$ cat config.mk
export PLATFORM = sky130hd
export DESIGN_NAME = vram_writer
export DESIGN_NICKNAME = d
export VERILOG_FILES = /design/src/rtl/vram_writer.sv
export SDC_FILE = /design/constraint.sdc
export NUM_CORES = 1
export LEC_CHECK = 0
export BUFFER_PORTS_ARGS = -buffer_cell sky130_fd_sc_hd__buf_2
export CELL_PAD_IN_SITES_DETAIL_PLACEMENT = 0
export CELL_PAD_IN_SITES_GLOBAL_PLACEMENT = 2
export CORE_UTILIZATION = 35
export CTS_CLUSTER_SIZE = 12
export DETAILED_ROUTE_END_ITERATION = 6
export PLACE_DENSITY = 0.76
export SKIP_LAST_GASP = 1
export SLEW_MARGIN = 5
export SYNTH_ARGS = -nofsm -noshare
export SYNTH_HDL_FRONTEND = slang
export SYNTH_SLANG_ARGS = --single-unit
export TNS_END_PERCENT = 20
$ cat constraint.sdc
create_clock -name Clck -period 3.3 [get_ports Clck]
set_input_delay 0.66 -clock Clck [delete_from_list [all_inputs] [get_ports Clck]]
set_output_delay 0.66 -clock Clck [all_outputs]
set_load 0.05 [all_outputs]
$ cat src/rtl/vram_writer.sv
// vram_writer: bridges the board painter's pixel-write stream to the VGA
// adapter write port. Each frame starts with a full-screen background clear.
// Control then passes to the painter through the cont-signal chain. Painter
// writes are buffered in a small FIFO and drained one pixel per cycle.
// Optional build macro: VRAM_WRITER_OOB_FILTER_EN drops off-screen painter
// writes at push time. When it is not defined, all writes are passed through.
module vram_writer #(
    parameter int         SCR_WIDTH  = 160,
    parameter int         SCR_HEIGHT = 120,
    parameter int         FIFO_DEPTH = 8,
    parameter logic [2:0] BG_COLOR   = 3'b111
) (
    input  logic        Clck,
    input  logic        Reset,
    input  logic        in_cont_signal,
    output logic        out_cont_signal,
    input  logic        next_out_cont_signal,
    input  logic [14:0] wr_address,
    input  logic [2:0]  wr_color,
    input  logic        wr_enable,
    output logic [7:0]  vga_x,
    output logic [6:0]  vga_y,
    output logic [2:0]  vga_colour,
    output logic        vga_plot,
    output logic        fifo_full,
    output logic        overflow
);

    localparam int               PTR_W    = $clog2(FIFO_DEPTH);
    localparam int               CNT_W    = PTR_W + 1;
    localparam logic [7:0]       X_LAST   = 8'(SCR_WIDTH - 1);
    localparam logic [6:0]       Y_LAST   = 7'(SCR_HEIGHT - 1);
    localparam logic [CNT_W-1:0] CNT_FULL = CNT_W'(FIFO_DEPTH);

    typedef enum logic [1:0] {
        ST_IDLE    = 2'd0,
        ST_CLEAR   = 2'd1,
        ST_HANDOFF = 2'd2
    } state_t;

    state_t             state_r;
    state_t             next_state_s;
    logic [7:0]         clr_x_r;
    logic [6:0]         clr_y_r;
    logic               clr_last_s;

    logic               wr_en_d_r;
    logic               push_edge_s;
    logic               oob_s;
    logic               push_req_s;
    logic               push_ok_s;
    logic               drop_s;
    logic               empty_s;
    logic               full_s;
    logic               drain_en_s;
    logic               pop_s;
    logic [PTR_W-1:0]   wr_ptr_r;
    logic [PTR_W-1:0]   rd_ptr_r;
    logic [CNT_W-1:0]   count_r;
    logic [CNT_W-1:0]   count_next_s;
    logic [17:0]        fifo_mem_r [FIFO_DEPTH];
    logic [17:0]        rd_entry_s;

    logic               plot_s;
    logic [7:0]         x_s;
    logic [6:0]         y_s;
    logic [2:0]         colour_s;
    logic               out_cont_s;

    // FSM state register
    always_ff @(posedge Clck or posedge Reset) begin
        if (Reset) begin
            state_r <= ST_IDLE;
        end else begin
            state_r <= next_state_s;
        end
    end

    // FSM next-state logic: idle -> clear sweep -> hand-off to painter -> idle
    always_comb begin
        next_state_s = state_r;
        clr_last_s   = (clr_x_r == X_LAST) && (clr_y_r == Y_LAST);
        case (state_r)
            ST_IDLE: begin
                if (in_cont_signal && !out_cont_signal) begin
                    next_state_s = ST_CLEAR;
                end else begin
                    next_state_s = ST_IDLE;
                end
            end
            ST_CLEAR: begin
                if (clr_last_s) begin
                    next_state_s = ST_HANDOFF;
                end else begin
                    next_state_s = ST_CLEAR;
                end
            end
            ST_HANDOFF: begin
                if (next_out_cont_signal) begin
                    next_state_s = ST_IDLE;
                end else begin
                    next_state_s = ST_HANDOFF;
                end
            end
            default: begin
                next_state_s = ST_IDLE;
            end
        endcase
    end

    // Clear-sweep raster counters: x runs fastest, they are parked at the origin outside the sweep
    always_ff @(posedge Clck or posedge Reset) begin
        if (Reset) begin
            clr_x_r <= 8'd0;
            clr_y_r <= 7'd0;
        end else if (state_r == ST_CLEAR) begin
            if (clr_x_r == X_LAST) begin
                clr_x_r <= 8'd0;
                clr_y_r <= clr_y_r + 7'd1;
            end else begin
                clr_x_r <= clr_x_r + 8'd1;
            end
        end else begin
            clr_x_r <= 8'd0;
            clr_y_r <= 7'd0;
        end
    end

    // Push-side decode: one push per wr_enable rising edge, with optional off-screen filtering
    always_comb begin
        push_edge_s = wr_enable && !wr_en_d_r;
`ifdef VRAM_WRITER_OOB_FILTER_EN
        oob_s = (wr_address[7:0] > X_LAST) || (wr_address[14:8] > Y_LAST);
`else
        oob_s = 1'b0;
`endif
        empty_s      = (count_r == {CNT_W{1'b0}});
        full_s       = (count_r == CNT_FULL);
        drain_en_s   = (state_r == ST_IDLE) || (state_r == ST_HANDOFF);
        pop_s        = drain_en_s && !empty_s;
        push_req_s   = push_edge_s && !oob_s;
        // A full FIFO still accepts a push when an entry leaves in the same cycle
        push_ok_s    = push_req_s && (!full_s || pop_s);
        drop_s       = push_req_s && full_s && !pop_s;
        count_next_s = count_r + CNT_W'(push_ok_s) - CNT_W'(pop_s);
        rd_entry_s   = fifo_mem_r[rd_ptr_r];
    end

    // FIFO control: pointers, occupancy, full flag, sticky overflow and wr_enable edge history
    always_ff @(posedge Clck or posedge Reset) begin
        if (Reset) begin
            wr_ptr_r  <= {PTR_W{1'b0}};
            rd_ptr_r  <= {PTR_W{1'b0}};
            count_r   <= {CNT_W{1'b0}};
            fifo_full <= 1'b0;
            overflow  <= 1'b0;
            wr_en_d_r <= 1'b0;
        end else begin
            wr_en_d_r <= wr_enable;
            count_r   <= count_next_s;
            fifo_full <= (count_next_s == CNT_FULL);
            if (push_ok_s) begin
                wr_ptr_r <= wr_ptr_r + PTR_W'(1);
            end
            if (pop_s) begin
                rd_ptr_r <= rd_ptr_r + PTR_W'(1);
            end
            if (drop_s) begin
                overflow <= 1'b1;
            end
        end
    end

    // FIFO storage: entry layout is {y[6:0], x[7:0], colour[2:0]}
    always_ff @(posedge Clck) begin
        if (push_ok_s) begin
            fifo_mem_r[wr_ptr_r] <= {wr_address, wr_color};
        end
    end

    // FSM output logic: select the clear raster or a drained FIFO entry, else hold the last pixel
    always_comb begin
        plot_s     = 1'b0;
        x_s        = vga_x;
        y_s        = vga_y;
        colour_s   = vga_colour;
        out_cont_s = (next_state_s == ST_HANDOFF);
        case (state_r)
            ST_CLEAR: begin
                plot_s   = 1'b1;
                x_s      = clr_x_r;
                y_s      = clr_y_r;
                colour_s = BG_COLOR;
            end
            ST_IDLE, ST_HANDOFF: begin
                if (pop_s) begin
                    plot_s   = 1'b1;
                    y_s      = rd_entry_s[17:11];
                    x_s      = rd_entry_s[10:3];
                    colour_s = rd_entry_s[2:0];
                end else begin
                    plot_s = 1'b0;
                end
            end
            default: begin
                plot_s = 1'b0;
            end
        endcase
    end

    // Registered adapter port and cont-signal output
    always_ff @(posedge Clck or posedge Reset) begin
        if (Reset) begin
            vga_x           <= 8'd0;
            vga_y           <= 7'd0;
            vga_colour      <= 3'd0;
            vga_plot        <= 1'b0;
            out_cont_signal <= 1'b0;
        end else begin
            vga_x           <= x_s;
            vga_y           <= y_s;
            vga_colour      <= colour_s;
            vga_plot        <= plot_s;
            out_cont_signal <= out_cont_s;
        end
    end

endmodule
==> impl_metrics.yaml <==
run_status:
  status: "finished clean"
die:
  core_area_mm2: 0.0218
  die_x_um: 151
  fp.dieH_um: 151
  start_util_pct: 35.6
  placementRows: 54
  dieArea_mm2: 0.0227
  io_pins: 45
synth:
  syn-cell-area_mm2: 0.00774
  ys_ff_latch: 194
  netlist_instances: 446
  synth-warning-count: 0
  yosys_most_used_dff: "edfxtp_1"
  synth_cell_type_count: 46
  avgSynthCellArea_um2: 17.4
  async_reset_ff_share_pct: 25.8
  synth_fp_nets: 480
  synth_edf_count: 144
  ys_seq_area_share_pct: 72.0
placement:
  dp_slack_ps: 609
  portBuffers: 44
  placed_cell_area_mm2: 0.00835
  dp_cells: 767
  finalWeightedCongestion: 0.771
  dp_hpwl_um: 9790
timing:
  whs_ps: 291
  fin_crit_ps: 2680
  relSlewSlack_pct: 50.3
  fin_worst_skew_ps: 13.0
  rsz0062_at_grt: "no"
  fin_setup_tns_ps: 0
  period_share_pct: 81.2
  hold_violations: 0
  setup_slack_ps: 621
  fmax_mhz: 373
  slew_viol_final: 0
  finalSetupViolations: 0
  max_slew.worst_pin.slew_ps: 746
worst_setup_path:
  start_kind: "flop"
  cp_max_fo: 8
  worstSetupPathType: "reg2reg"
  critPathArrivalTime_ps: 3000
  end_kind: "flop"
  cp.required_ps: 3620
final_layout:
  fin_util_pct: 41.1
  fin_area_mm2: 0.00894
  drive_above_1_share_pct: 27.2
  layout_commonest_cell: "edfxtp_1"
  final_cell_mix: "144 x edfxtp_1, 49 x dfrtp_1, 44 x buf_2"
  syn_to_final_growth_pct: 15.6
  layout.cells.non_filler: 800
  nets: 540
detailed_routing:
  drc: 0
  drtIter0Drc: 209
  vias: 4035
  wl_per_cell_um: 19.4
  viasPerCell: 5.04
  dr.pass1.iters: 7
  wirelength_um: 15500
  antenna_left: 0
power_and_ir_drop:
  total_power_mw: 7.10
  power_density_mw_per_mm2: 794
  ir_worst_vdd_mv: 0.410
  p_leak_nw: 3.24
hold_path:
  holdCritPathClass: "in2async"
cts:
  clk_latency_ps: 430
  cts_setup_buffers: 0
  clk_pin_slew_ps: 70
  root_buffer: "clkbuf_16"
  cts_hold_buf: 0
  clock_tree.buffer_depth: 2
  numCtsBuffers: 17
  cts_max_level: 4
  ctsResizeCount: 0
  cts_tree: "built"
  cts_sinks: 194
grt:
  grt_overflow_total: 0
  grt_use_met1_pct: 20.3
  top_usage_layer: "met2"
  grt_use_met2_pct: 23.5
  grt_pass1_wl_um: 24100
  grt_antenna_before_repair: 1
  grt_pass1_vias: 4071
  grt_usage_pct: 14.9
  grt_max_degree: 28
  met3_usage_pct: 3.97
run:
  cap_violations: 0
worst max-delay path, stage by stage, from the launching register on:
cell	delay, ps
dfrtp_1	360
inv_1	100
ha_1	150
nor3b_2	340
nor2_1	70
buf_4	180
ha_1	290
inv_1	50
ha_1	150
inv_1	50
fa_1	480
inv_1	50
nor4b_1	300
registers in the layout, summed over array words and instances, names as in the netlist:
signal           flops
wr_en_d_r            1
overflow             1
vga_colour           3
wr_ptr_r             3
vga_x                8
vga_plot             1
clr_y_r              7
count_r              4
rd_ptr_r             3
fifo_full            1
vga_y                7
fifo_mem_r         144
out_cont_signal      1
state_r              2
clr_x_r              8
per-layer routing:
layer	part of all wire, %	vias up
li1	-	1848
met1	46	2090
met2	48	91
met3	5.2	6
met4	0.46	0
met5	0	-
cells by family after synthesis:
kind of cell | Yosys count | synth area share (%)
compound gates | 50 | 4.24
xor+xnor | 18 | 2.04
flops | 194 | 72.0
simple gates | 84 | 5.29
buf+inv | 32 | 1.89
mux | 57 | 12.6
fa+ha+maj | 11 | 1.88
cell type report:
type,count,area (µm²)
Sequential cell,194,5580
Antenna cell,1,2.50
Timing Repair Buffer,59,345
Clock inverter,14,159
Tap cell,280,350
Multi-Input combinational cell,220,2030
Inverter,14,52.6
Clock buffer,18,429
Fill cell,1942,12800
worst paths after layout:
| check | cells past startpoint | from | endpoint | slack, ps |
|---|---|---|---|---|
| worst min-delay path | 2 | Reset | wr_en_d_r | 290 |
| min in group Clck | 1 | wr_enable | wr_en_d_r | 350 |
| worst max register to register | 12 | count_r[2] | fifo_full | 620 |
| worst max-delay path | 12 | count_r[2] | fifo_full | 620 |
| max in group asynchronous | 3 | Reset | clr_x_r[4] | 2270 |
| worst min register to register | 2 | vga_y[2] | vga_y[2] | 490 |
synthesized netlist by cell type (2+ instances only):
cell type	count	share of area, %
nand4_1	2	0.16
mux2_2	10	1.5
o21ai_1	4	0.26
nand3_1	12	0.78
nor3b_1	2	0.19
xor2_1	10	1.1
nand2b_1	4	0.32
a31oi_1	5	0.40
clkbuf_1	5	0.24
nor2_1	31	1.5
buf_1	3	0.15
mux2i_1	14	1.8
and3_1	2	0.16
nand2_1	14	0.68
buf_2	6	0.39
mux4_2	31	9.0
nor3_1	9	0.58
xnor2_1	8	0.91
inv_2	2	0.097
dfrtp_1	50	16
o221ai_1	6	0.68
ha_1	10	1.6
buf_4	3	0.29
o21ai_0	3	0.19
edfxtp_1	144	56
a21oi_1	17	1.1
a22oi_1	8	0.78
inv_1	12	0.58
o21a_1	2	0.19
where the power goes:
group / switching, mW / total (mW) / internal [mW]
sequential: 0.287 / 3.22 / 2.93
combinational: 1.02 / 1.82 / 0.799
clock: 0.976 / 2.06 / 1.09
Note: power is estimated with default switching activity, not from simulation.
